[config.mk]
export PLATFORM = sky130hd
export DESIGN_NAME = modulo3_ctrl
export DESIGN_NICKNAME = d
export VERILOG_FILES = /design/src/rtl/modulo3_ctrl.sv
export SDC_FILE = /design/constraint.sdc
export NUM_CORES = 1
export LEC_CHECK = 0
export BUFFER_PORTS_ARGS = -buffer_cell sky130_fd_sc_hd__clkbuf_2
export CAP_MARGIN = 20
export CELL_PAD_IN_SITES_DETAIL_PLACEMENT = 0
export CELL_PAD_IN_SITES_GLOBAL_PLACEMENT = 1
export CORE_MARGIN = 3
export CORE_UTILIZATION = 24
export DETAILED_ROUTE_END_ITERATION = 12
export HOLD_SLACK_MARGIN = 0.05
export PLACE_DENSITY_LB_ADDON = 0.1
export SETUP_SLACK_MARGIN = 0.2
export SLEW_MARGIN = 0
export SYNTH_ARGS = -nofsm -noshare
export SYNTH_HDL_FRONTEND = slang
export SYNTH_SLANG_ARGS = --single-unit
export TNS_END_PERCENT = 10
[constraint.sdc]
create_clock -name clk -period 1.8 [get_ports clk]
set_input_delay 0.36 -clock clk [delete_from_list [all_inputs] [get_ports clk]]
set_output_delay 0.36 -clock clk [all_outputs]
set_load 0.02 [all_outputs]
[src/rtl/modulo3_ctrl.sv]
// Control sequencer for the shift-subtract modulo datapath: folds negative operands
// into range, then long-divides by M and leaves the remainder in the datapath mod register.
module modulo3_ctrl #(
    parameter int W     = 13,
    parameter int MW    = 4,
    parameter int ALIGN = 9
) (
    input  logic          clk,
    input  logic          rst,
    input  logic          start,
    input  logic [MW-1:0] M,
    input  logic [W-1:0]  V,
    input  logic [W-1:0]  M1,
    input  logic [W-1:0]  nega,
    input  logic [MW-1:0] C,
    output logic          R1,
    output logic          R2,
    output logic          R3,
    output logic          R4,
    output logic          R5,
    output logic          R6,
    output logic          R7,
    output logic          R8,
    output logic          R9,
    output logic          R10,
    output logic          busy,
    output logic          done,
    output logic          err
);

    typedef enum logic [2:0] {
        IDLE,
        NEG_FIX,
        XFER,
        REDUCE,
        FINAL,
        DONE
    } state_t;

    state_t state;

    logic          m_zero;
    logic          nega_neg;
    logic          v_ge_m1;
    logic [W-1:0]  c_ext;

    assign m_zero   = (M == '0);
    assign nega_neg = ($signed(nega) < 0);
    assign v_ge_m1  = (V >= M1);
    // M1 has been shifted back down to the bare modulus once it equals C
    assign c_ext    = {{ALIGN{1'b0}}, C};

    // busy/done/err are registered alongside the state so they decode cleanly
    always_ff @(posedge clk) begin
        if (rst) begin
            state <= IDLE;
            busy  <= 1'b0;
            done  <= 1'b0;
            err   <= 1'b0;
        end else begin
            case (state)
                IDLE: begin
                    if (start) begin
                        if (m_zero) begin
                            err   <= 1'b1;
                            done  <= 1'b1;
                            state <= DONE;
                        end else begin
                            err   <= 1'b0;
                            busy  <= 1'b1;
                            state <= NEG_FIX;
                        end
                    end
                end
                NEG_FIX: begin
                    if (!nega_neg) state <= XFER;
                end
                XFER: state <= REDUCE;
                REDUCE: begin
                    if (!v_ge_m1 && (M1 == c_ext)) state <= FINAL;
                end
                FINAL: begin
                    busy  <= 1'b0;
                    done  <= 1'b1;
                    state <= DONE;
                end
                DONE: begin
                    done  <= 1'b0;
                    state <= IDLE;
                end
                default: begin
                    busy  <= 1'b0;
                    done  <= 1'b0;
                    state <= IDLE;
                end
            endcase
        end
    end

    // Control lines start from the hold vector; each state overrides only what it changes
    always_comb begin
        R1  = 1'b0;
        R2  = 1'b1;
        R3  = 1'b1;
        R4  = 1'b0;
        R5  = 1'b0;
        R6  = 1'b0;
        R7  = 1'b1;
        R8  = 1'b1;
        R9  = 1'b0;
        R10 = 1'b1;
        case (state)
            IDLE: begin
                if (start && !m_zero) begin
                    R3  = 1'b0;
                    R7  = 1'b0;
                    R6  = 1'b1;
                    R4  = 1'b1;
                    R10 = 1'b0;
                end
            end
            NEG_FIX: begin
                if (nega_neg) R9 = 1'b1;
            end
            XFER: begin
                R3 = 1'b0;
                R1 = 1'b1;
            end
            REDUCE: begin
                if (v_ge_m1) begin
                    R1 = 1'b1;
                end else if (M1 != c_ext) begin
                    R5 = 1'b1;
                    R6 = 1'b1;
                end
            end
            FINAL: R8 = 1'b0;
            default: ;
        endcase
    end

endmodule

==> impl_metrics.tcl, run 1 <==
set metrics [dict create \
    yosys_warnings 0 \
    grt_pass1_vias 1071 \
    synth_cell_types 42 \
    synth_mux_area_frac 0.01175 \
    hold_violations 0 \
    synth_top_family_by_area "compound AO/OA/AOI/OAI gates" \
    wire_per_inst_um 11.46 \
    die_height_um 65.59 \
    area_growth_pct 101.0 \
    regToRegSetupSlack_ps 430 \
    cap_viol_max_count 0 \
    gp_congestion 0.7003 \
    crit_chain "buf_12, inv_12, ha_4, o21a_1, o2111ai_4, o31a_1, a311oi_4, clkbuf_8" \
    path_clk_slew_ps 50 \
    synth_fa_ha_area_frac 0.1909 \
    pin_count 63 \
    synth_edf_count 0 \
    utilization 0.5054 \
    p_total_mw 0.7389 \
    grt_pass1_wl_um 4464 \
    slew_violations 0 \
    die_x_um 65.59 \
    power.leakage_nw 0.8092 \
    vias_per_cell 4.494 \
    clkSinkCount 6 \
    root_buffer "clkbuf_4" \
    vias 1074 \
    wirelength_um 2739 \
    layout-drive-gt1-share 0.6218 \
    dp_cells 231 \
    status "complete, but fails checks" \
    setup_violations 3 \
    crit_required_ps 1440 \
    synth_simple_gate_area_share 0.2129 \
    final-instance-count-excl-fill 239 \
    critPathMaxFanout 2 \
    antenna_cells 0 \
    ys_ff_latch 6 \
    synthArstFlopShare 0 \
    cts_tree "done" \
    synthXorXnorAreaFrac 0.05140 \
    violations "negative setup slack" \
    start_util 0.2514 \
    clock.fmax_mhz 445.9 \
    grt_max_degree 13 \
    antenna_left 0 \
    initialDrtViolationCount 21 \
    antenna_found_initial 0 \
    drc_errors 0 \
    track_usage 0.1309 \
    htree_levels 1 \
    hold_path_class "input port to flip-flop" \
    die_area_sq_um 4301 \
    worstSetupPathType "input port to primary output" \
    ctsHoldBuffers 0 \
    pre_cts_slack_ps -517.0 \
    grt_overflow_total 0 \
    synth-main-ff-cell "dfxtp_1" \
    grt_setup_unrepaired "yes" \
    crit_path_start_kind "input port" \
    fill_cells 355 \
    netlist_area_sq_um 852.1 \
    synth_fp_nets 175 \
    cellPowerDensity_nw_per_um2 431.4 \
    worstPathArrival_ps 1880 \
    end_kind "primary output" \
    cp_slowest_cell "o31a_1" \
    insertion_delay_ps 250 \
    core_area_sq_um 3390 \
    cts_buffer_depth 2 \
    syn_inst 112 \
    syn_area_per_cell_sq_um 7.608 \
    finalCritPeriodShare 1.246 \
    num-nets-final 258 \
    drt_first_pass_iters 2 \
    port_buffers 49 \
    dp_hpwl_um 2365 \
    yosysSeqAreaShare 0.1410 \
    rows 21 \
    max-vdd-ir-drop_uv 281.3 \
    worst_slack_ps -442.5 \
    clock_skew_ps 3.438 \
    holdWs_ps 384.2 \
    cp_slowest_stage_delay_ps 360 \
    period_minus_slack_ps 2243 \
    synth_compound_area_frac 0.2834 \
    numCtsBuffers 3 \
]
[worst paths after layout]
kind / from / endpoint / depth (start not counted)
worst max-delay path: M1[4] / R1 / 8
worst min-delay path: rst / busy$_SDFFE_PP0P_ / 2
worst max register to register: state[2]$_SDFFE_PP0P_ / state[2]$_SDFFE_PP0P_ / 4
worst min register to register: busy$_SDFFE_PP0P_ / busy$_SDFFE_PP0P_ / 2
[layout by cell type, fill, tap and decap left out, types with 2 or more instances in the layout]
master / Yosys / layout
nor2_1: 8 / 7
inv_4: 0 / 3
nand2b_1: 2 / 2
ha_1: 13 / 7
a21oi_1: 4 / 3
inv_2: 0 / 4
o21ai_0: 3 / 3
nand2_1: 9 / 8
clkbuf_8: 0 / 2
inv_1: 16 / 8
o21a_1: 2 / 2
xnor2_1: 5 / 5
clkbuf_4: 0 / 3
nor4_1: 2 / 2
buf_6: 0 / 7
a21o_1: 4 / 4
nand4_1: 2 / 2
a41oi_2: 0 / 2
dfxtp_2: 0 / 2
dfxtp_1: 6 / 4
buf_4: 2 / 34
clkbuf_2: 0 / 38
ha_4: 0 / 6
[power breakdown]
group | leakage (nW) | internal, mW | switching (mW)
Clock | 0.0138 | 0.0759 | 0.0556
Sequential | 0.0498 | 0.143 | 0.00974
Combinational | 0.746 | 0.240 | 0.214
[kinds of logic after synthesis]
group	after synthesis
buffers and inverters	21
AO/OA/AOI/OAI	31
adder cells (fa/ha/maj)	13
multiplexers	1
other	1
XOR/XNOR	5
flip-flops	6
AND/OR/NAND/NOR	34
[routing by layer]
metal	vias to the layer above	wire (um)	global-route usage	part of all wire
li1	566	-	-	-
met1	483	1181	0.1617	0.43
met2	23	1430	0.2351	0.52
met3	2	111	0.02564	0.041
met4	0	17	0.02332	0.0062
met5	-	0	0	0
[layout make-up]
class                   instances  area (sq um)  area share
clock buffers                   3         22.52     0.01315
inverters                      16         80.08     0.04675
multi-input cells              85         853.3      0.4982
flip-flops and latches          6         122.6     0.07159
well taps                      46         57.56     0.03360
repair buffers                 83         576.8      0.3367
[flip-flops by register name, indices dropped and copies added, names as in the netlist]
name / flops
busy: 1
err: 1
state: 3
done: 1
[synthesized netlist by cell type (3+ instances only)]
cell type | n | area, sq um
inv_1 | 16 | 60.06
ha_1 | 13 | 162.7
nand2_1 | 9 | 33.78
nor2_1 | 8 | 30.03
dfxtp_1 | 6 | 120.1
xnor2_1 | 5 | 43.79
a21o_1 | 4 | 30.03
a21oi_1 | 4 | 20.02
o21ai_0 | 3 | 15.01
[stage by stage]
step	setup TNS, ps	instance area [sq um]
finish	-1157	1713
global placement	-1632	1471
global route	-1422	1713
detailed placement	-1788	1471
CTS	-1127	1593
floorplan	-391.8	979.7
[timing repair]
action,CTS,global route
gates resized for setup,17,30
endpoints found under the setup margin,11,12
pin swaps,10,18
setup buffers,1,4
[worst max-delay path: cells and delay by family]
family	cells	cell delay (ps)
buf+inv	3	310
fa+ha+maj	1	240
compound gates	4	970
Power figures use the tool's default switching activity.
==> run 2: changes to the inputs <==
--- a/config.mk
+++ b/config.mk
@@ -13,7 +13,7 @@
 export CORE_UTILIZATION = 24
 export DETAILED_ROUTE_END_ITERATION = 12
 export HOLD_SLACK_MARGIN = 0.05
-export PLACE_DENSITY_LB_ADDON = 0.1
+export PLACE_DENSITY_LB_ADDON = 0.2
 export SETUP_SLACK_MARGIN = 0.2
 export SLEW_MARGIN = 0
 export SYNTH_ARGS = -nofsm -noshare
==> impl_metrics.tcl, run 2 (same netlist as run 1, synthesis figures left out) <==
set metrics [dict create \
    grt_max_degree 12 \
    status "complete, but fails checks" \
    hold_path_class "input port to flip-flop" \
    met1_usage 0.1506 \
    rows 21 \
    path_clk_slew_ps 50 \
    holdWs_ps 374.1 \
    p_sw_frac 0.3873 \
    clock.fmax_mhz 452.2 \
    pin_count 63 \
    p_total_mw 0.7294 \
    port_buffers 49 \
    violations "negative setup slack" \
    cts_buffer_depth 2 \
    clkPwrFrac 0.182 \
    power.leakage_nw 0.7776 \
    regArea_sq_um 128.9 \
    worst_slack_ps -411.2 \
    cts_tree "done" \
    grt.busiest_layer "met2" \
    critPathMaxFanout 3 \
    fin_tns_setup_ps -1149 \
    numCtsBuffers 3 \
    num-nets-final 251 \
    initialDrtViolationCount 21 \
    dpl-instance-area_sq_um 1449 \
    finalCritPeriodShare 1.228 \
    hold_violations 0 \
    die_x_um 65.59 \
    design_area_sq_um 1672 \
    setup_violations 3 \
    tightest_slew_ps 540.3 \
    end_kind "primary output" \
    track_usage 0.1342 \
    core_area_sq_um 3390 \
    vias_per_cell 4.612 \
    crit_required_ps 1440 \
    antenna_found_initial 0 \
    clock_skew_ps 7.439 \
    wirelength_um 2862 \
    clkSinkCount 6 \
    worstRegToRegCells 4 \
    layout_commonest_cell "clkbuf_2" \
    p_switching_mw 0.2825 \
    multiInputGateArea_sq_um 854.6 \
    wire_per_inst_um 12.34 \
    use_met3 0.02906 \
    vias 1070 \
    die_area_sq_um 4301 \
    p_int_mw 0.4469 \
    antenna_cells 0 \
    gr-usage-met2 0.2617 \
    largest-register "state" \
    comb_power_share 0.606 \
    start_util 0.2514 \
    grt_pass1_wl_um 4560 \
    largest_reg_flops 3 \
    crit_path_start_kind "input port" \
    layout-drive-gt1-share 0.6183 \
    die_height_um 65.59 \
    max-vdd-ir-drop_uv 296.3 \
    area_growth_pct 96.18 \
    insertion_delay_ps 250 \
    whs_path_depth 2 \
    max-slew-margin-rel 0.6367 \
    layout_common_cells "clkbuf_2, buf_4, nand2_1" \
    period_minus_slack_ps 2211 \
    grt_setup_unrepaired "yes" \
    grt_pass1_vias 1105 \
    root_buffer "clkbuf_4" \
    seq_power_share 0.211 \
    antenna_left 0 \
    htree_levels 1 \
    grt_overflow_total 0 \
    gp_congestion 0.7000 \
    drt_first_pass_iters 4 \
    worstPathArrival_ps 1850 \
    slew_violations 0 \
    cap_viol_max_count 0 \
    cellPowerDensity_nw_per_um2 436.4 \
    dp_hpwl_um 2326 \
    fill_cells 328 \
    ctsHoldBuffers 0 \
    drc_errors 0 \
    worstSetupPathType "input port to primary output" \
    utilization 0.4932 \
]
==> run 2: power by group through the flow <==
stage	Clock (mW)	Sequential, mW	Combinational [mW]
floorplan	0	0.154	0.212
global placement	0	0.153	0.358
detailed placement	0	0.153	0.368
CTS	0.138	0.152	0.416
global route	0.146	0.156	0.484
finish	0.133	0.154	0.442
==> run 2: metal layers <==
metal	routed length [um]	share of wire
met2	1591	0.56
met5	0	0
met4	0	0
met3	127	0.044
met1	1142	0.40
==> run 2: stage by stage <==
step | instances | setup slack (ps)
global route | 232 | -477.4
finish | 232 | -411.2
floorplan | 112 | -152.8
CTS | 232 | -408.3
global placement | 228 | -472.9
detailed placement | 228 | -496.3
==> run 2: what timing repair did <==
| action | 4_1_cts | 5_1_grt |
|---|---|---|
| pin swaps | 12 | 12 |
| buffers inserted | 1 | 0 |
| gates resized for setup | 29 | 23 |
| setup endpoints to repair | 11 | 11 |
==> run 2: critical path, cell delays in order <==
cell and delay [ps]:
clkbuf_2 100, inv_2 50, ha_4 260, nand2_1 40, o211a_1 230, o31a_1 340, a311oi_4 280, clkbuf_8 190
==> run 2: final cells by class <==
| cell class | count | area share |
|---|---|---|
| clock buffers | 3 | 0.01347 |
| flip-flops and latches | 6 | 0.07710 |
| multi-input cells | 85 | 0.5112 |
| well taps | 46 | 0.03443 |
| inverters | 16 | 0.05240 |
| repair buffers | 76 | 0.3114 |
==> run 2: worst paths after layout <==
| path | startpoint | endpoint | slack (ps) |
|---|---|---|---|
| worst max-delay path | M1[2] | R1 | -410 |
| worst min-delay path | rst | busy$_SDFFE_PP0P_ | 370 |
| worst max register to register | state[2]$_SDFFE_PP0P_ | state[2]$_SDFFE_PP0P_ | 340 |
| worst min register to register | busy$_SDFFE_PP0P_ | busy$_SDFFE_PP0P_ | 470 |
